**config.mk**
```make
export PLATFORM = sky130hd
export DESIGN_NAME = operand_gather_buffer
export DESIGN_NICKNAME = d
export VERILOG_FILES = /design/src/rtl/operand_gather_buffer.sv
export SDC_FILE = /design/constraint.sdc
export NUM_CORES = 1
export LEC_CHECK = 0
export ABC_AREA = 1
export BUFFER_PORTS_ARGS = -buffer_cell sky130_fd_sc_hd__buf_2
export CORE_AREA = 10 10 123 136
export DETAILED_ROUTE_END_ITERATION = 6
export DIE_AREA = 0 0 133 146
export PLACE_DENSITY = 0.59
export SLEW_MARGIN = 20
export SYNTH_ARGS = -nofsm -noshare
export SYNTH_HDL_FRONTEND = slang
export SYNTH_SLANG_ARGS = --single-unit
export TNS_END_PERCENT = 100
```
**constraint.sdc**
```tcl
create_clock -name clk -period 1.61 [get_ports clk]
set_input_delay 0.2415 -clock clk [delete_from_list [all_inputs] [get_ports clk]]
set_output_delay 0.2415 -clock clk [all_outputs]
set_load 0.05 [all_outputs]
```
**src/rtl/operand_gather_buffer.sv**
```systemverilog
// operand_gather_buffer
//   Collects one (x, w) operand pair from each of N_CH upstream channels, each
//   on that channel's done strobe. When every channel has reported, the pairs
//   are streamed to the neuron MAC in channel order over valid/ready. The round
//   then stays locked until neuron_done, after which a new round is collected.
//
// Ports
//   clk          clock
//   reset        synchronous, active-high reset
//   done         per-channel capture strobe
//   x_in, w_in   packed operands, channel i at [i*DW +: DW]
//   out_x/out_w  current beat (zero when out_valid is low)
//   out_valid    beat valid
//   out_ready    MAC accepts the beat
//   out_idx      channel index of the current beat
//   out_last     current beat is channel N_CH-1
//   neuron_done  MAC finished; releases the round
//   fill_mask    channels captured in the current round
//   busy         state is not COLLECT
//   overrun      sticky: a done arrived while the round was locked
module operand_gather_buffer #(
  parameter int unsigned N_CH = 3,
  parameter int unsigned DW   = 16,
  localparam int unsigned IW  = (N_CH > 1) ? $clog2(N_CH) : 1
) (
  input  logic                 clk,
  input  logic                 reset,
  input  logic [N_CH-1:0]      done,
  input  logic [N_CH*DW-1:0]   x_in,
  input  logic [N_CH*DW-1:0]   w_in,
  output logic [DW-1:0]        out_x,
  output logic [DW-1:0]        out_w,
  output logic                 out_valid,
  input  logic                 out_ready,
  output logic [IW-1:0]        out_idx,
  output logic                 out_last,
  input  logic                 neuron_done,
  output logic [N_CH-1:0]      fill_mask,
  output logic                 busy,
  output logic                 overrun
);

  localparam logic [IW-1:0] LAST_IDX = IW'(N_CH - 1);

  typedef enum logic [1:0] {
    S_COLLECT   = 2'd0,
    S_STREAM    = 2'd1,
    S_WAIT_DONE = 2'd2
  } state_t;

  state_t                     state_q, state_d;
  logic [N_CH-1:0][DW-1:0]    x_q, x_d;
  logic [N_CH-1:0][DW-1:0]    w_q, w_d;
  logic [N_CH-1:0]            fill_q, fill_d;
  logic [IW-1:0]              cnt_q, cnt_d;
  logic                       ovr_q, ovr_d;
  logic [N_CH-1:0]            cap;
  logic [DW-1:0]              sel_x, sel_w;

  // State and storage registers
  always_ff @(posedge clk) begin
    if (reset) begin
      state_q <= S_COLLECT;
      x_q     <= '0;
      w_q     <= '0;
      fill_q  <= '0;
      cnt_q   <= '0;
      ovr_q   <= 1'b0;
    end else begin
      state_q <= state_d;
      x_q     <= x_d;
      w_q     <= w_d;
      fill_q  <= fill_d;
      cnt_q   <= cnt_d;
      ovr_q   <= ovr_d;
    end
  end

  // Next-state, capture and overrun logic
  always_comb begin
    state_d = state_q;
    cnt_d   = cnt_q;
    fill_d  = fill_q;
    x_d     = x_q;
    w_d     = w_q;
    ovr_d   = ovr_q;
    cap     = '0;

    case (state_q)
      S_COLLECT: begin
        // Repeat strobes on filled channels simply overwrite (latest wins)
        cap    = done;
        fill_d = fill_q | done;
        if (&(fill_q | done)) begin
          state_d = S_STREAM;
          cnt_d   = '0;
        end
      end

      S_STREAM: begin
        if (|done) begin
          ovr_d = 1'b1;
        end
        if (out_ready) begin
          if (cnt_q == LAST_IDX) begin
            state_d = S_WAIT_DONE;
            cnt_d   = '0;
          end else begin
            cnt_d = cnt_q + IW'(1);
          end
        end
      end

      S_WAIT_DONE: begin
        // A strobe coinciding with the release belongs to the new round
        if (neuron_done) begin
          cap     = done;
          fill_d  = done;
          state_d = S_COLLECT;
        end else if (|done) begin
          ovr_d = 1'b1;
        end
      end

      default: begin
        state_d = S_COLLECT;
        cnt_d   = '0;
        fill_d  = '0;
      end
    endcase

    for (int unsigned i = 0; i < N_CH; i++) begin
      if (cap[i]) begin
        x_d[i] = x_in[i*DW +: DW];
        w_d[i] = w_in[i*DW +: DW];
      end
    end
  end

  // Beat select by counter
  always_comb begin
    sel_x = '0;
    sel_w = '0;
    for (int unsigned i = 0; i < N_CH; i++) begin
      if (cnt_q == IW'(i)) begin
        sel_x = x_q[i];
        sel_w = w_q[i];
      end
    end
  end

  // Outputs decoded straight from registers; data is zeroed while not valid
  assign out_valid = (state_q == S_STREAM);
  assign out_x     = out_valid ? sel_x : '0;
  assign out_w     = out_valid ? sel_w : '0;
  assign out_idx   = cnt_q;
  assign out_last  = out_valid && (cnt_q == LAST_IDX);
  assign fill_mask = fill_q;
  assign busy      = (state_q != S_COLLECT);
  assign overrun   = ovr_q;

endmodule

```
==> metrics.csv <==
stage,metric,value,unit
outcome,run status,"finished, violations left",
outcome,violated checks,negative setup slack,
sta,setup repair after global routing missed its margin,yes,
grt,largest net degree at the start of global routing,50,
critical_path,required time of the critical path,1370,ps
power_and_ir_drop,sequential group share of total power,43.1,%
layout,post-route design area,0.006284,mm²
detailed_routing,total via count in the routed design,4653,
detailed_routing,DRC violations left,0,
critical_path,kind of critical path,reg -> out,
power_and_ir_drop,switching power summed over all nets,2.206,mW
clock_network,master cell of the clock root buffer,sky130_fd_sc_hd__clkbuf_16,
sta,number of slew-limit violations in the final report,0,
clock_network,clock sink count,104,
power_and_ir_drop,net switching share of the total power,32.40,%
place,number of I/O port buffers,143,
power_and_ir_drop,fraction of power consumed by the clock network,29.7,%
detailed_routing,Final ANT Viol Nets,0,
floorplan,Vert. Die Dim,146,µm
layout,number of nets in the final layout,876,
place,HPWL reported at the end of detailed placement,11290,µm
detailed_routing,number of iterations in the first detailed-routing pass,4,
grt,wire length of the first global-routing pass,24760,µm
layout,relative area change from synthesis to final layout,39.89,%
floorplan,core region area,0.01410,mm²
logic_synthesis,Most used DFF post-synth,sky130_fd_sc_hd__dfxtp_1,
sta,portion of the clock cycle consumed by the worst path in the final layout,117.0,%
power_and_ir_drop,worst vdd ir,0.4178,mV
floorplan,die outline area,0.01942,mm²
logic_synthesis,largest family of logic cells by synthesized area,simple AND/OR/NAND/NOR gates,
sta,final number of setup-violating endpoints,33,
layout,"commonest cells after routing, fill and taps aside","sky130_fd_sc_hd__nand2_1, sky130_fd_sc_hd__buf_2, sky130_fd_sc_hd__a21oi_1",
logic_synthesis,Post-Synth Adder-Cell Area,0,%
detailed_routing,"wirelength, routed",15520,µm
logic_synthesis,fraction of synthesized cell area in xor and xnor cells,0,%
logic_synthesis,Cell variety after synth,21,
sta,clock skew,6.035,ps
logic_synthesis,number of synthesized register bits,104,
floorplan,cell row count,46,
layout,"leading cell type in the layout, fill and taps excluded",sky130_fd_sc_hd__nand2_1,
sta,max_slew headroom,65.66,%
sta,time the worst path needs with I/O delays and setup,1884,ps
clock_network,maximum root-to-sink buffer count,2,
sta,Max Clk Rate,530.7,MHz
grt,total routing usage reported by global routing,15.56,%
floorplan,Top Ports,144,
grt,total gr overflow,0,
logic_synthesis,multiplexer share of the synthesized area,0,%
place,worst-case setup slack after placement,-27.11,ps
logic_synthesis,number of synthesized flops with an enable pin,0,
critical_path,CP max FO,15,
logic_synthesis,post-synthesis average cell area,7.175,µm²
detailed_routing,routed via count divided by cell count,4.802,
logic_synthesis,number of instances in the synthesized netlist,626,
power_and_ir_drop,total chip power,6.807,mW
logic_synthesis,Synthesized Nets,729,
power_and_ir_drop,combinational group share of total power,27.2,%
place,cell area after placement,0.005684,mm²
grt,initial antenna violation count,1,
sta,WHS,159.4,ps
power_and_ir_drop,power density cells,1083,mW/mm²
grt,via count of the first global-routing pass,4800,
logic_synthesis,count of synthesis-stage warnings from yosys,0,
critical_path,critical path capture point type,output port,
logic_synthesis,area of the mapped netlist,0.004492,mm²
sta,Tightest Pin Transition,515.1,ps
min_path,worst hold-check path type,in -> reg,
power_and_ir_drop,internal power of the cells,4.601,mW
layout,fraction of layout cells with a size suffix above 1,30.28,%
clock_network,H-tree levels,3,
logic_synthesis,sequential area share after synthesis,46.35,%
detailed_routing,count of routing violations after the opening detailed-route iteration,279,
logic_synthesis,"synthesized-area fraction occupied by ao, oa, aoi and oai cells",21.53,%
sta,Fin. Hold Viols,0,
clock_network,insertion delay of the later-clocked pin in the worst-skew pair,340,ps
critical_path,data arrival at the endpoint of the critical path,1640,ps
clock_network,clock slew at the register clock pins of the worst setup and hold paths,70,ps
power_and_ir_drop,leakage,2.640,nW
clock_network,CTS tree,done,
clock_network,count of hold-fix buffers inserted at cts,0,
sta,final worst setup slack,-274.3,ps
detailed_routing,routed length per placed instance,16.01,µm
run,number of maximum-capacitance violations,0,
clock_network,number of CTS-inserted buffers,9,
logic_synthesis,fraction of synthesis flops using an asynchronous set or reset pin,0,%
place,placer congestion estimate,0.8043,
sta,Total Negative Setup Slacks,-7746,ps
floorplan,die outline width,133,µm
logic_synthesis,simple-gate share of the synthesized area,21.75,%
floorplan,effective utilization at floorplan,31.85,%
critical_path,critical path launch point type,flip-flop,
flip-flops by register name, summed over array words and instances (netlist names):
signal,cells
fill_mask,3
out_idx,2
overrun,1
state_q,2
w_q,48
x_q,48
power groups by stage:
stage	Combinational, mW	Clock (mW)	Sequential (mW)
floorplan	1.00	0	3.05
global placement	1.72	0	2.98
detailed placement	1.73	0	2.99
CTS	1.82	2.07	2.93
global route	2.04	2.16	2.96
finish	1.85	2.02	2.93
routing by layer:
metal	GRT usage (%)	up-vias	share of wire (%)	wire [µm]
met4	5.121	0	1.0	162
met3	3.833	10	5.7	885
met1	18.25	2160	44	6774
met2	26.97	127	50	7696
met5	0	-	0	0
li1	-	2356	-	-
worst max-delay path: stages, from the launching register on:
cell                       delay, ps
sky130_fd_sc_hd__dfxtp_2         330
sky130_fd_sc_hd__inv_2            50
sky130_fd_sc_hd__nor2_4          150
sky130_fd_sc_hd__buf_6           120
sky130_fd_sc_hd__nand2_2          60
sky130_fd_sc_hd__buf_12          150
sky130_fd_sc_hd__o211ai_1        200
sky130_fd_sc_hd__buf_4           240
cell usage after synthesis (2+ instances only):
master / number / area [µm²]
sky130_fd_sc_hd__a21oi_1: 103 / 515.5
sky130_fd_sc_hd__o22ai_1: 3 / 18.77
sky130_fd_sc_hd__nor2_4: 2 / 22.52
sky130_fd_sc_hd__nand2_1: 148 / 555.5
sky130_fd_sc_hd__buf_2: 21 / 105.1
sky130_fd_sc_hd__buf_1: 2 / 7.510
sky130_fd_sc_hd__dfxtp_1: 104 / 2082
sky130_fd_sc_hd__inv_1: 65 / 244.0
sky130_fd_sc_hd__nor2_1: 13 / 48.80
sky130_fd_sc_hd__buf_4: 3 / 22.52
sky130_fd_sc_hd__clkbuf_1: 17 / 63.81
sky130_fd_sc_hd__o21ai_0: 42 / 210.2
sky130_fd_sc_hd__nand2_2: 2 / 12.51
sky130_fd_sc_hd__inv_2: 2 / 7.510
sky130_fd_sc_hd__nor2_2: 2 / 12.51
sky130_fd_sc_hd__o211ai_1: 29 / 217.7
sky130_fd_sc_hd__nand3_1: 64 / 320.3
final timing paths:
check / end / depth (start not counted) / start / slack [ps]
max reg2reg: w_q[41] / 6 / state_q[1] / 140
min: x_q[47] / 3 / x_in[47] / 160
max: out_x[12] / 7 / state_q[0] / -270
min reg2reg: w_q[37] / 2 / w_q[37] / 450
logic make-up after synthesis:
group	count (synthesis)
buffers and inverters	112
DFF	104
and+or+nand+nor	232
AOI/OAI and AO/OA	178
repair_timing:
item                       CTS  global route
buffers inserted             0             1
setup endpoints to repair   34            34
pin swaps                    2             1
gates resized for setup     75            20
cloned                       0             2
stage by stage:
step / utilization, % / std cells
after CTS: 43.82 / 965
after detailed placement: 40.31 / 951
after global placement: 40.31 / 951
after global routing: 44.54 / 968
final: 44.56 / 969
after floorplan: - / 626
layout make-up:
cell class              instances  area (µm²)
well taps                     192       240.2
fillers                      1521        7818
diodes                          1       2.502
multi-input cells             410        2021
inverters                      68       302.8
repair buffers                180        1365
clock buffers                  10       239.0
clock inverters                 4       22.52
flip-flops and latches        104        2091
Note: power is estimated with default switching activity, not from simulation.
